**src/rtl/nibble_serial_add_ctrl.sv**
```systemverilog
// rtl/nibble_serial_add_ctrl.sv - multi-precision add/subtract sequencer over a shared 4-bit adder slice
//
// Purpose: latches two 4*WORDS-bit operands and walks them through a single
// 4-bit adder slice, one nibble per clock (LSB nibble first), chaining the
// carry through a register. The full-width result is published together with
// a one-cycle Done pulse.
//
// Ports:
//   Clock        rising-edge clock
//   Reset        synchronous, active-high reset
//   Start        request, accepted when Ready=1
//   Subtract     1 = A - B - InputCarry, 0 = A + B + InputCarry (sampled on accept)
//   InputA       operand A (sampled on accept)
//   InputB       operand B (sampled on accept)
//   InputCarry   carry-in / borrow-in (sampled on accept)
//   Ready        block can accept Start this cycle
//   Busy         operation in progress
//   Done         one-cycle pulse, result valid
//   Output       result, held until the next Done
//   OutputCarry  final carry-out (subtract: 1 = no borrow)
//   Overflow     two's-complement signed overflow of the full-width result

// 4-bit ripple slice shared by every nibble of the operation.
module nibbleAdderSlice (
    input  logic [3:0] a,
    input  logic [3:0] b,
    input  logic       carryIn,
    output logic [3:0] sum,
    output logic       carryOut
);
    assign {carryOut, sum} = {1'b0, a} + {1'b0, b} + {4'b0000, carryIn};
endmodule

module nibble_serial_add_ctrl #(
    parameter int WORDS = 4
) (
    input  logic                 Clock,
    input  logic                 Reset,
    input  logic                 Start,
    input  logic                 Subtract,
    input  logic [4*WORDS-1:0]   InputA,
    input  logic [4*WORDS-1:0]   InputB,
    input  logic                 InputCarry,
    output logic                 Ready,
    output logic                 Busy,
    output logic                 Done,
    output logic [4*WORDS-1:0]   Output,
    output logic                 OutputCarry,
    output logic                 Overflow
);
    localparam int WIDTH = 4 * WORDS;
    // A one-nibble operand still needs a 1-bit index register.
    localparam int IDXW = (WORDS > 1) ? $clog2(WORDS) : 1;
    localparam logic [IDXW-1:0] lastIndex = IDXW'(WORDS - 1);

    typedef enum logic [1:0] {
        StIdle,
        StRun,
        StDone
    } stateType;

    stateType           state;
    logic [IDXW-1:0]    nibbleIndex;
    logic               carry;
    logic [WIDTH-1:0]   opA;
    logic [WIDTH-1:0]   opB;      // already inverted for subtract
    logic [WIDTH-1:0]   acc;

    logic [3:0]         sliceA;
    logic [3:0]         sliceB;
    logic [3:0]         sliceSum;
    logic               sliceCarry;
    logic [WIDTH-1:0]   nextAcc;

    // Nibble select and accumulator merge use constant part-selects so no
    // out-of-range index can be formed for any WORDS value.
    always_comb begin
        sliceA = 4'h0;
        sliceB = 4'h0;
        for (int i = 0; i < WORDS; i++) begin
            if (nibbleIndex == IDXW'(i)) begin
                sliceA = opA[i*4 +: 4];
                sliceB = opB[i*4 +: 4];
            end
        end
    end

    nibbleAdderSlice slice (
        .a        (sliceA),
        .b        (sliceB),
        .carryIn  (carry),
        .sum      (sliceSum),
        .carryOut (sliceCarry)
    );

    always_comb begin
        nextAcc = acc;
        for (int i = 0; i < WORDS; i++) begin
            if (nibbleIndex == IDXW'(i)) begin
                nextAcc[i*4 +: 4] = sliceSum;
            end
        end
    end

    always_ff @(posedge Clock) begin
        if (Reset) begin
            state       <= StIdle;
            nibbleIndex <= '0;
            carry       <= 1'b0;
            opA         <= '0;
            opB         <= '0;
            acc         <= '0;
            Output      <= '0;
            OutputCarry <= 1'b0;
            Overflow    <= 1'b0;
            Ready       <= 1'b1;
            Busy        <= 1'b0;
            Done        <= 1'b0;
        end else begin
            case (state)
                StIdle, StDone: begin
                    Done <= 1'b0;
                    if (Start) begin
                        // Subtract is A + ~B + 1 with the borrow-in folded into the carry.
                        opA         <= InputA;
                        opB         <= Subtract ? ~InputB : InputB;
                        carry       <= InputCarry ^ Subtract;
                        nibbleIndex <= '0;
                        acc         <= '0;
                        state       <= StRun;
                        Ready       <= 1'b0;
                        Busy        <= 1'b1;
                    end else begin
                        state <= StIdle;
                        Ready <= 1'b1;
                        Busy  <= 1'b0;
                    end
                end
                StRun: begin
                    acc         <= nextAcc;
                    carry       <= sliceCarry;
                    nibbleIndex <= nibbleIndex + 1'b1;
                    if (nibbleIndex == lastIndex) begin
                        Output      <= nextAcc;
                        OutputCarry <= sliceCarry;
                        // Signed overflow uses the effective (possibly inverted) B.
                        Overflow    <= (opA[WIDTH-1] == opB[WIDTH-1]) &&
                                       (nextAcc[WIDTH-1] != opA[WIDTH-1]);
                        state       <= StDone;
                        Ready       <= 1'b1;
                        Busy        <= 1'b0;
                        Done        <= 1'b1;
                    end
                end
                default: begin
                    state <= StIdle;
                    Ready <= 1'b1;
                    Busy  <= 1'b0;
                    Done  <= 1'b0;
                end
            endcase
        end
    end
endmodule

```
**config.mk**
```make
export PLATFORM = sky130hd
export DESIGN_NAME = nibble_serial_add_ctrl
export DESIGN_NICKNAME = d
export VERILOG_FILES = /design/src/rtl/nibble_serial_add_ctrl.sv
export SDC_FILE = /design/constraint.sdc
export NUM_CORES = 1
export LEC_CHECK = 0
export ABC_AREA = 1
export BUFFER_PORTS_ARGS = -buffer_cell sky130_fd_sc_hd__buf_2
export CAP_MARGIN = 20
export CORE_UTILIZATION = 56
export DETAILED_ROUTE_END_ITERATION = 8
export GPL_ROUTABILITY_DRIVEN = 0
export MAX_ROUTING_LAYER = met4
export PLACE_DENSITY = 0.89
export REMOVE_ABC_BUFFERS = 1
export SETUP_SLACK_MARGIN = 0.02
export SYNTH_ARGS = -nofsm -noshare
export SYNTH_HDL_FRONTEND = slang
export SYNTH_SLANG_ARGS = --single-unit
```
**constraint.sdc**
```tcl
create_clock -name Clock -period 8.5 [get_ports Clock]
set_input_delay 1.7 -clock Clock [delete_from_list [all_inputs] [get_ports Clock]]
set_output_delay 1.7 -clock Clock [all_outputs]
set_load 0.05 [all_outputs]
```
; ---- Yosys cells after proc, flatten, opt, wreduce, memory -nomap -nowiden
; Cells that the tools add are included.
[totals]
output_inout_bits = 21
inputBits = 37
ramBits = 0
rom_bits = 0
word_cells = 64
memories = 0
reg_bits = 74
latchBits = 0
[classes]
addsub = 3
muxes = 28
n_mul = 0
div = 0
reduce_logical = 9
n_lt_le_gt_ge = 0
n_shift = 0
n_eq_ne = 9
bitwise_logic = 3
[ops]
columns = operator, n
row1 = two-way mux 4 bit, 12
row2 = two-way mux 16 bit, 2
row3 = one-hot mux 16 bit (2 select lines), 1
row4 = NOT 16 bit, 1
row5 = one-hot mux 2 bit (2 select lines), 2
row6 = == test 2 bit (second input constant), 3
row7 = two-way mux 1 bit, 6
row8 = one-hot mux 1 bit (2 select lines), 3
row9 = AND reduction 2 bit, 3
row10 = adder 4 x 4 -> 5 bit, 1
row11 = adder 5 x 1 -> 5 bit, 1
row12 = == test 2 x 1 -> 1 bit (second input constant), 2
row13 = logical NOT 2 bit, 2
row14 = two-way mux 2 bit, 2
row15 = != test 2 bit (second input constant), 2
row16 = OR reduction 2 bit, 2
row17 = adder 2 x 1 -> 2 bit (second input constant), 1
row18 = nonzero test 2 bit, 1
row19 = == test 1 bit, 1
row20 = logical AND 1 bit, 1
row21 = != test 1 bit, 1
row22 = NOT 1 bit, 1
row23 = XOR 1 bit, 1

; ---- Depth between registers and ports, before layout
; Gate-level depths: netlist (run 1).
[depth]
ltp_word = 10
depth_mapped = 17
mapped_depth_nobuf = 16

; ---- Hierarchy
; A second synthesis (run 1) with hierarchy kept.
[unflattened]
cells_unflattened = 436
area_unflattened_um2 = 3238.1
[modules_own_cells]
columns = module, cells_per_inst, area_each_um2, seq_area_each_um2, n_inst
row1 = nibble_serial_add_ctrl, 411, 3072.9, 1421.4, 1
row2 = nibbleAdderSlice, 25, 165.2, 0.0, 1

; ---- Least setup slack after synthesis (run 1)
; No wires, ideal clock.
[synth_path]
kind = register -> register
start = register nibbleIndex[0]
end = register Output[5]
synth_period_minus_slack_ns = 2.716
n_path_buf = 2
arrival_ns = 2.591
path_stages_with_launch = 16
slack_ns = 5.784
t_required_ns = 8.376
setup_ns = 0.124
path_cell_list = dfxtp_1 inv_1 ha_1 buf_2 buf_2 o31ai_1 o21ai_0 fa_1 inv_1 fa_1 inv_1 nand2_1 o21ai_0 nor2_1 a21oi_1 nor2_1
[synth_between]
elab_chain_cells = 8
elab_cells_between_ends = 16
cone_classes = add/sub: 2 / eq/ne: 3 / mux: 9 / reduce/logical: 2
[synth_rtl]
columns = element, line
row1 = from (decl), 63  ; logic [IDXW-1:0] nibbleIndex;
row2 = from (signal assigned), 142  ; nibbleIndex <= nibbleIndex + 1'b1;
row3 = logical NOT 2 bit, 81  ; if (nibbleIndex == IDXW'(i)) begin
row4 = two-way mux 4 bit (4 in a row), 81
row5 = adder 4 x 4 -> 5 bit, 31  ; assign {carryOut, sum} = {1'b0, a} + {1'b0, b} + {4'b0000, carryIn};
row6 = adder 5 x 1 -> 5 bit, 31
row7 = two-way mux 4 bit, 99  ; if (nibbleIndex == IDXW'(i)) begin
row8 = to (signal assigned), 144  ; Output <= nextAcc;
row9 = to (decl), 47  ; output logic [4*WORDS-1:0] Output,
; Several ways; a longest one is shown, not always the timed one.
; A chain may end at the register's enable or synchronous reset.

; ---- Worst setup path in the final report (run 1)
[layout_path]
start = register nibbleIndex[1]
end = register Output[5]
; Same word-level chain as after synthesis.

==> out/qor.csv, run 1 <==
stage,metric,value,unit
setup_path,WS Path Type,reg2reg,
worst_hold_path,Hold WC Path Type,reg2reg,
timing,TNS Setup,0,ps
logic_synthesis,sequential area share after synthesis,0.440,
logic_synthesis,Synth Register Bits,71,
grt,first-pass GRT wire length,11300,µm
logic_synthesis,Synth top area share,0.440,
setup_path,crit-path max cell delay,460,ps
timing,Max transition margin,0.561,
routing,Avg WL per Cell,13.1,µm
cts,Hold Buf Count CTS,0,
grt,largest net degree at the start of global routing,48,
cts,Num CTS Buffers,9,
setup_path,"Slowest-stage cell, CP",fa_1,
floorplanning,full die area,6070,µm²
floorplanning,die height,77.9,µm
logic_synthesis,synthesized area,3230,µm²
grt,grt ovf,0,
grt,initial antenna violation count,0,
logic_synthesis,synth cell count leaders,"dfxtp_1 (71), o21ai_0 (55), nor2_1 (51)",
floorplanning,die width,77.9,µm
logic_synthesis,top_reg_cell synth,dfxtp_1,
grt,busiest grt layer,met2,
placement,dpl hpwl,4800,µm
cts,Clock Tree Buf Depth,2,
timing,Worst Skew,5.98,ps
logic_synthesis,syn_area_per_cell,7.82,µm²
power,PwrDens,218,nW/µm²
logic_synthesis,top-count cell post-synth,dfxtp_1,
floorplanning,core area,5540,µm²
routing,1st-iter DRT viols,154,
timing,unrepaired setup endpoints after global routing,false,
grt,M1 GR Usage,0.277,
logic_synthesis,cell taking the most area after synthesis,dfxtp_1,
grt,GR Util met3,0.0424,
power,largest vdd supply drop,127,µV
cts,Clock Tree Root,clkbuf_8,
timing,Final Hold Vio Count,0,
routing,ANT nets after route,0,
floorplanning,I/O pin cnt,58,
routing,drt total wl,6990,µm
placement,Port Buffers,57,
layout,diode count,0,
power,leakage power total,1.62,nW
setup_path,crit path cell chain,inv_1 > ha_1 > inv_2 > nor2_1 > o31ai_1 > o21ai_0 > fa_1 > inv_1 > fa_1 > inv_1 > nand2_1 > o21ai_0 > nor2_1 > a21oi_1 > nor2_1,
layout,number of fillers in the final layout,487,
outcome,run status,completed,
setup_path,critical path peak fanout,15,
logic_synthesis,cells after synthesis,413,
floorplanning,row count,27,
setup_path,Critical Path End Type,register,
routing,mean number of vias per cell,5.33,
cts,# clock sinks,71,
timing,minimum clock period,3240,ps
floorplanning,Initial Utilization,0.583,
logic_synthesis,Post-synth EDFFs,0,
timing,max-slew violations,0,
timing,f_max,309,MHz
timing,# setup viols final,0,
setup_path,Worst EP arrival,3470,ps
routing,vias,2846,
grt,vias in the first global route,2561,
cts,cts repair resizes,0,
routing,Initial DRT Pass Iterations,4,
logic_synthesis,Synth area leaders,"dfxtp_1 (44%), o21ai_0 (8.5%), a21oi_1 (6.4%)",
setup_path,critical path launch point type,register,
layout,layout cells sized above 1,0.188,
timing,worst-margin pin slew,657,ps
logic_synthesis,Async SR Flop Fraction,0,
cts,TritonCTS clock tree,yes,
layout,P&R area growth vs syn,14.6,%
setup_path,Critical Path RT,8730,ps
grt,met2 usage,0.421,
layout,Nets,503,
cts,Clock Latency Late Sink,350,ps
routing,Residual DRC,0,
flow_run,total of max-cap violations,0,
grt,GRT Util Overall,0.247,
setup_path,Crit path buffers/inverters,4,
logic_synthesis,"Distinct cells, synth",29,
logic_synthesis,Syn. warnings,0,
cts,Post-CTS Setup Inserts,0,
timing,worst hold slack,461,ps
setup_path,Worst path top cell family by delay,adder cells,
timing,fin crit share,0.381,
cts,"Reg clk slew, reported paths",70,ps
cts,H-Tree Depth,3,
[final cells by class]
type                    count  area, µm²  share of cell area
clock buffers              11        151              0.0409
repair buffers             58        313              0.0845
inverters                  40        150              0.0406
well taps                  72       90.1              0.0243
flip-flops and latches     71       1420               0.384
clock inverters             5       80.1              0.0216
multi-input cells         277       1500               0.404
[power breakdown]
part	switching [W]	internal, W	leakage [nW]
Sequential	0.00000993	0.000351	0.581
Combinational	0.0000885	0.0000495	0.929
Clock	0.000125	0.000181	0.112
[metrics by stage]
step | instances | total power (W) | util | setup WS (ps) | cell area (µm²)
floorplan | 388 | 0.000461 | - | 5540 | 3070
global placement | 517 | 0.000497 | 0.621 | 5090 | 3440
detailed placement | 518 | 0.000504 | 0.626 | 5070 | 3470
CTS | 534 | 0.000808 | 0.668 | 5300 | 3700
global route | 534 | 0.000842 | 0.668 | 5040 | 3700
finish | 534 | 0.000805 | 0.668 | 5260 | 3700
[per-layer routing]
layer | wire (µm) | share of wire
met1 | 3130 | 0.45
met2 | 3360 | 0.48
met3 | 377 | 0.054
met4 | 114 | 0.016
met5 | 0 | 0
[layout by cell type, fill, tap and decap left out, types with 6 or more instances in the layout]
cell and n:
dfxtp_1 71, inv_2 6, o21ai_1 8, xnor2_1 17
o21ai_0 55, ha_1 7, buf_2 57, a21oi_1 41
o22ai_1 12, nand3_1 24, clkbuf_8 11, nor2_1 51
inv_1 34, nand2_1 41
[kinds of logic (layout without fill, tap and decap cells)]
family	Yosys count	in the layout	share of synthesized area
AOI/OAI and AO/OA	127	127	0.211
xor gates and xnor gates	18	18	0.0488
adders and majority gates	9	9	0.0395
buffers and inverters	65	114	0.0969
DFF	71	71	0.440
and+or+nand+nor	123	123	0.164
[state kept, by name, indices dropped and copies added (netlist names)]
| signal | flops |
|---|---|
| Output | 16 |
| opA | 16 |
| opB | 16 |
| acc | 13 |
| nibbleIndex | 2 |
| state | 2 |
| Busy | 1 |
| Done | 1 |
| OutputCarry | 1 |
| Overflow | 1 |
| Ready | 1 |
| carry | 1 |
[tightest hold or removal path, stage by stage, from the launching register on]
cell and delay (ps):
dfxtp_1 320, nand2_1 60, nand2_1 50
[path summary, 6_finish.rpt]
check | from | endpoint | slack, ps | cells past startpoint
min | Ready | Ready | 460 | 2
max reg2reg | nibbleIndex[1] | Output[5] | 5260 | 15
min reg2reg | Ready | Ready | 460 | 2
max | nibbleIndex[1] | Output[5] | 5260 | 15
No activity file was read; power rests on OpenSTA's default activity.
==> run 2: changes to the inputs <==
Settings changed: CORE_UTILIZATION 56 to 55, PLACE_DENSITY 0.89 to 0.88.
Clock period 8.5 ns to 3.2 ns, I/O delays scaled along.
==> run 2 against run 1 <==
- flip-flop and latch count is the same
- sequential power grew to 2.7 times the previous value
- setup slack lost 5000 ps
- register-to-register slack lost 5000 ps
- fmax grew 12%
- clock power grew 130%
- highest routed layer unchanged
==> out/qor.csv, run 2 (synthesized netlist as in run 1, its figures left out) <==
stage,metric,value,unit,change
layout,post-layout util,0.660,,-0.00831
cts,Clock Tree Root,clkbuf_8,,
floorplanning,full die area,6180,µm²,+1.8%
cts,Post-CTS Setup Inserts,0,,unchanged
layout,P&R area growth vs syn,13.9,%,
setup_path,critical path launch point type,register,,
grt,vias in the first global route,2752,,+7.5%
floorplanning,row count,27,,unchanged
timing,Max transition margin,0.324,,-0.237
layout,Nets,507,,+0.80%
floorplanning,die height,78.6,µm,+0.88%
cts,TritonCTS clock tree,yes,,
routing,Initial DRT Pass Iterations,5,,+1
layout,"commonest non-fill, non-tap cell in the layout",dfxtp_1,,
grt,GR Util met3,0.0558,,+0.0135
layout,most frequent cells in the layout,"dfxtp_1 (71), buf_2 (57), o21ai_0 (55), nor2_1 (51)",,
grt,GRT Util Overall,0.258,,+0.0109
layout,diode count,0,,unchanged
routing,Residual DRC,0,,unchanged
timing,unrepaired setup endpoints after global routing,false,,
grt,M1 GR Usage,0.295,,+0.0186
cts,Num CTS Buffers,9,,unchanged
cts,Clock Latency Late Sink,350,ps,about the same
cts,"Reg clk slew, reported paths",70,ps,about the same
power,largest vdd supply drop,436,µV,+240%
routing,ANT nets after route,0,,unchanged
setup_path,crit-path max cell delay,450,ps,about the same
setup_path,Crit path buffers/inverters,4,,unchanged
timing,Worst Skew,6.39,ps,+0.413 ps
grt,grt ovf,0,,unchanged
cts,H-Tree Depth,3,,unchanged
grt,busiest grt layer,met2,,
setup_path,Critical Path RT,3440,ps,-5290 ps
timing,TNS Setup,0,ps,unchanged
power,leakage power total,1.62,nW,-0.17%
timing,max-slew violations,0,,unchanged
power,PwrDens,549,nW/µm²,+150%
timing,minimum clock period,2900,ps,-341 ps
routing,Avg WL per Cell,13.4,µm,+2.1%
placement,dpl hpwl,5040,µm,+4.8%
cts,Clock Tree Buf Depth,2,,unchanged
grt,largest net degree at the start of global routing,47,,-2.1%
routing,mean number of vias per cell,5.35,,+0.30%
grt,initial antenna violation count,0,,unchanged
floorplanning,I/O pin cnt,58,,unchanged
setup_path,critical path peak fanout,10,,-5
timing,worst-margin pin slew,1010,ps,+356 ps
setup_path,crit path cell chain,inv_1 > ha_2 > inv_2 > nor2_1 > o31ai_1 > o21ai_0 > fa_1 > inv_1 > fa_1 > inv_1 > nand2_1 > o21ai_0 > nor2_1 > a21oi_1 > nor2_1,,
setup_path,Critical Path End Type,register,,
grt,first-pass GRT wire length,12000,µm,+5.7%
setup_path,Worst EP arrival,3130,ps,-340 ps
routing,vias,2876,,+1.1%
timing,fin crit share,0.905,,+0.524
flow_run,total of max-cap violations,0,,unchanged
cts,# clock sinks,71,,unchanged
setup_path,WS Path Type,reg2reg,,
floorplanning,core area,5570,µm²,+0.61%
placement,Port Buffers,57,,unchanged
layout,number of fillers in the final layout,480,,-1.4%
setup_path,"Slowest-stage cell, CP",fa_1,,
worst_hold_path,Hold WC Path Type,reg2reg,,
timing,# setup viols final,0,,unchanged
timing,Setup WS post-layout,303,ps,-4960 ps
timing,Final Hold Vio Count,0,,unchanged
routing,drt total wl,7190,µm,+2.9%
timing,f_max,345,MHz,+12%
layout,layout cells sized above 1,0.197,,+0.00911
placement,pre-CTS setup slack,258,ps,-4810 ps
outcome,run status,completed,,
routing,1st-iter DRT viols,208,,+35%
grt,met2 usage,0.417,,-0.00472
floorplanning,die width,78.6,µm,+0.88%
setup_path,Worst path top cell family by delay,adder cells,,
layout,largest registers,"Output (16), opA (16), opB (16)",,
floorplanning,Initial Utilization,0.579,,-0.00353
==> run 2: cell types whose count changed in the layout (fill, tap and decap cells not counted) <==
cell	delta
ha_2	+3
bufinv_16	-1
buf_4	+5
clkinv_2	+2
ha_1	-3
clkinvlp_4	-2
clkbuf_1	+2
clkbuf_8	-1
buf_16	-1
==> run 2: routing by layer <==
| layer | up-vias | part of all wire |
|---|---|---|
| met5 | - | 0 |
| met4 | 0 | 0.022 |
| met3 | 18 | 0.047 |
| met2 | 93 | 0.47 |
| met1 | 1308 | 0.46 |
| li1 | 1457 | - |
==> run 2: cell type report <==
cell class | count | area (µm²) | area share
inverters | 40 | 150 | 0.0408
clock inverters | 4 | 45.0 | 0.0122
multi-input cells | 277 | 1500 | 0.409
clock buffers | 12 | 145 | 0.0395
well taps | 72 | 90.1 | 0.0245
flip-flops and latches | 71 | 1420 | 0.387
repair buffers | 62 | 323 | 0.0878
==> run 2: where the power goes <==
| part | internal, W | switching, W |
|---|---|---|
| clock | 0.000378 | 0.000316 |
| sequential | 0.000934 | 0.0000290 |
| combinational | 0.000131 | 0.000231 |
| total | 0.00144 | 0.000576 |
==> run 2: repair_timing <==
action,4_1_cts,5_1_grt
resized for setup,0,3
endpoints found under the setup margin,0,9
hold buffers,0,0
==> run 2: worst reg2reg max path, delay by kind of cell (launching register included) <==
kind / cells / cell delay, ps
compound gates: 4 / 600
flops: 1 / 390
fa+ha+maj: 3 / 1100
simple gates: 4 / 230
buf+inv: 4 / 490
==> run 2: worst paths after layout <==
kind / from / end / slack, ps / cells after the start
worst max-delay path: nibbleIndex[1] / Output[1] / 300 / 15
worst min-delay path: Ready / Ready / 450 / 2
worst max register to register: nibbleIndex[1] / Output[1] / 300 / 15
worst min register to register: Ready / Ready / 450 / 2
==> run 2: stage by stage <==
step / hold WS (ps) / power (W) / area (µm²) / cells
2_1_floorplan: 445 / 0.00122 / 3070 / 388
6_report: 452 / 0.00202 / 3680 / 538
4_1_cts: 453 / 0.00202 / 3670 / 538
5_1_grt: 482 / 0.00212 / 3680 / 538
3_3_place_gp: 435 / 0.00132 / 3480 / 522
3_5_place_dp: 441 / 0.00134 / 3480 / 522
==> run 3: changes to the inputs <==
Settings changed: ABC_AREA 1 to unset, CTS_BUF_LIST set to sky130_fd_sc_hd__clkbuf_8 sky130_fd_sc_hd__clkbuf_16.
==> run 3 against run 2 <==
- global-route usage shrank 0.12 points
- sequential power shrank 2.5%
- final area grew 0.68%
- critical path depth shrank 4
==> out/qor.csv, run 3 <==
stage,metric,value,unit,change
routing,ANT nets after route,0,,unchanged
logic_synthesis,top_reg_cell synth,dfxtp_1,,
cts,Clock Tree Buf Depth,2,,unchanged
setup_path,Critical Path End Type,register,,
setup_path,WS Path Type,reg2reg,,
logic_synthesis,cell taking the most area after synthesis,dfxtp_1,,
routing,Residual DRC,0,,unchanged
logic_synthesis,sequential area share after synthesis,0.440,,about the same
floorplanning,row count,27,,unchanged
placement,Port Buffers,57,,unchanged
power,total power,0.00187,W,-7.5%
grt,grt ovf,0,,unchanged
logic_synthesis,Synth Register Bits,70,,-1.4%
floorplanning,core area,5540,µm²,-0.61%
cts,Post-CTS Setup Inserts,0,,unchanged
timing,f_max,334,MHz,-3.3%
layout,largest registers,"Output (16), opA (16), opB (16)",,
timing,Worst Skew,8.02,ps,+1.63 ps
logic_synthesis,"Distinct cells, synth",32,,+10%
floorplanning,Initial Utilization,0.575,,-0.00437
routing,mean number of vias per cell,5.49,,+2.8%
power,largest vdd supply drop,299,µV,-32%
cts,TritonCTS clock tree,yes,,
flow_run,total of max-cap violations,0,,unchanged
cts,Clock Latency Late Sink,350,ps,about the same
timing,Final Hold Vio Count,0,,unchanged
timing,worst-margin pin slew,894,ps,-119 ps
logic_synthesis,Post-synth EDFFs,0,,unchanged
grt,first-pass GRT wire length,11900,µm,-0.40%
timing,minimum clock period,2990,ps,+98.2 ps
logic_synthesis,top-count cell post-synth,dfxtp_1,,
floorplanning,I/O pin cnt,58,,unchanged
layout,final instance area,3700,µm²,+0.68%
layout,P&R area growth vs syn,16.2,%,
layout,most frequent cells in the layout,"dfxtp_1 (69), nand2_1 (64), buf_2 (57), nor2_1 (49), a21oi_1 (46)",,
layout,number of fillers in the final layout,473,,-1.5%
timing,Max transition margin,0.404,,+0.0801
outcome,run status,completed,,
logic_synthesis,Syn. warnings,0,,unchanged
floorplanning,die height,78.1,µm,-0.66%
cts,Hold Buf Count CTS,0,,unchanged
setup_path,Worst EP arrival,3260,ps,+130 ps
timing,max-slew violations,0,,unchanged
cts,"Reg clk slew, reported paths",80,ps,about the same
routing,drt total wl,6940,µm,-3.5%
power,PwrDens,504,nW/µm²,-8.1%
logic_synthesis,synthesized area,3190,µm²,-1.4%
floorplanning,full die area,6100,µm²,-1.3%
logic_synthesis,cells after synthesis,393,,-4.8%
cts,# clock sinks,70,,-1.4%
cts,cts repair resizes,0,,unchanged
layout,layout cells sized above 1,0.204,,+0.00666
routing,1st-iter DRT viols,255,,+23%
setup_path,critical path peak fanout,9,,-1
cts,Clock Tree Root,clkbuf_8,,
layout,Nets,482,,-4.9%
setup_path,Critical Path RT,3460,ps,+20 ps
layout,diode count,0,,unchanged
grt,largest net degree at the start of global routing,50,,+6.4%
placement,dpl hpwl,4810,µm,-4.4%
logic_synthesis,syn_area_per_cell,8.11,µm²,+3.7%
logic_synthesis,Synth area leaders,"dfxtp_1 (44%), nand2_1 (7.5%), a21oi_1 (7.2%)",,
setup_path,R2R Setup Slk,210,ps,-100 ps
cts,H-Tree Depth,3,,unchanged
logic_synthesis,Synth top area share,0.440,,about the same
floorplanning,die width,78.1,µm,-0.66%
timing,# setup viols final,0,,unchanged
logic_synthesis,synth cell count leaders,"dfxtp_1 (70), nand2_1 (64), nor2_1 (49)",,
worst_hold_path,Hold WC Path Type,reg2reg,,
layout,"commonest non-fill, non-tap cell in the layout",dfxtp_1,,
grt,GRT Util Overall,0.256,,-0.00123
setup_path,critical path launch point type,register,,
routing,Avg WL per Cell,13.5,µm,+1.2%
timing,fin crit share,0.936,,+0.0307
power,leakage power total,1.49,nW,-8.2%
placement,Post-DP Area,3500,µm²,+0.68%
grt,vias in the first global route,2633,,-4.3%
grt,initial antenna violation count,0,,unchanged
logic_synthesis,Async SR Flop Fraction,0,,unchanged
routing,vias,2818,,-2.0%
routing,Initial DRT Pass Iterations,4,,-1
timing,unrepaired setup endpoints after global routing,false,,
cts,Num CTS Buffers,9,,unchanged
-- run 3: cell count changes after synthesis, moves of 12 or more --
| cell | before | now |
|---|---|---|
| o21ai_0 | 55 | 9 |
| inv_1 | 34 | 7 |
| nand2_1 | 41 | 64 |
| nand3_1 | 24 | 3 |
| a211oi_1 | 0 | 20 |
| clkbuf_1 | 3 | 22 |
| o22ai_1 | 12 | 0 |
-- run 3: area by class of cell --
type                            count  area, µm²  share of cell area
Sequential cell                    70       1400               0.379
Clock buffer                       10        138              0.0372
Tap cell                           72       90.1              0.0243
Timing Repair Buffer               67        360              0.0973
Multi-Input combinational cell    281       1650               0.445
Inverter                            7       26.3             0.00710
Clock inverter                      6       37.5              0.0101
-- run 3: cells by family (layout without fill, tap and decap cells) --
logic type	count (synthesis)	count (layout)	synth area share
AO/OA/AOI/OAI	103	103	0.203
XOR/XNOR	18	18	0.0495
adder cells (fa/ha/maj)	9	9	0.0401
buffers and inverters	42	90	0.0522
flip-flops	70	70	0.440
multiplexers	6	6	0.0189
AND/OR/NAND/NOR	145	145	0.196
-- run 3: report_power, final --
group | total, W | leakage [nW] | internal [W] | switching [W]
logic | 0.000298 | 0.830 | 0.000119 | 0.000179
registers | 0.000939 | 0.572 | 0.000912 | 0.0000274
clock network | 0.000630 | 0.0841 | 0.000297 | 0.000333
total | 0.00187 | 1.49 | 0.00133 | 0.000539
-- run 3: worst paths after layout --
kind / cells past startpoint / start / endpoint
hold / removal: 2 / Output[4] / Output[4]
hold reg to reg: 2 / Output[4] / Output[4]
setup / recovery: 11 / nibbleIndex[0] / Overflow
setup reg to reg: 11 / nibbleIndex[0] / Overflow
-- run 3: critical path, stage by stage (launching register included) --
cell and delay (ps):
dfxtp_2 360, inv_1 100, ha_1 350, nand3b_1 130
a21oi_1 160, a21oi_1 50, o21ai_0 330, ha_1 300
and3b_1 190, or3_1 480, a21o_1 240, a311oi_2 220
-- run 3: routing by layer --
metal,share of wire,track usage,up-vias
met5,0,-,-
met4,0.015,0.0926,0
met3,0.058,0.0733,11
met2,0.49,0.416,95
met1,0.43,0.304,1281
li1,-,-,1431
-- run 3: through the flow --
| step | TNS (ps) | hold WS [ps] | std cells | setup slack (ps) | util |
|---|---|---|---|---|---|
| floorplan | -403 | 426 | 358 | -64.3 | - |
| detailed placement | 0 | 447 | 497 | 109 | 0.632 |
| global placement | 0 | 436 | 497 | 171 | 0.632 |
| finish | 0 | 454 | 513 | 205 | 0.668 |
| CTS | 0 | 458 | 513 | 65.7 | 0.664 |
| global route | 0 | 484 | 513 | 22.5 | 0.668 |
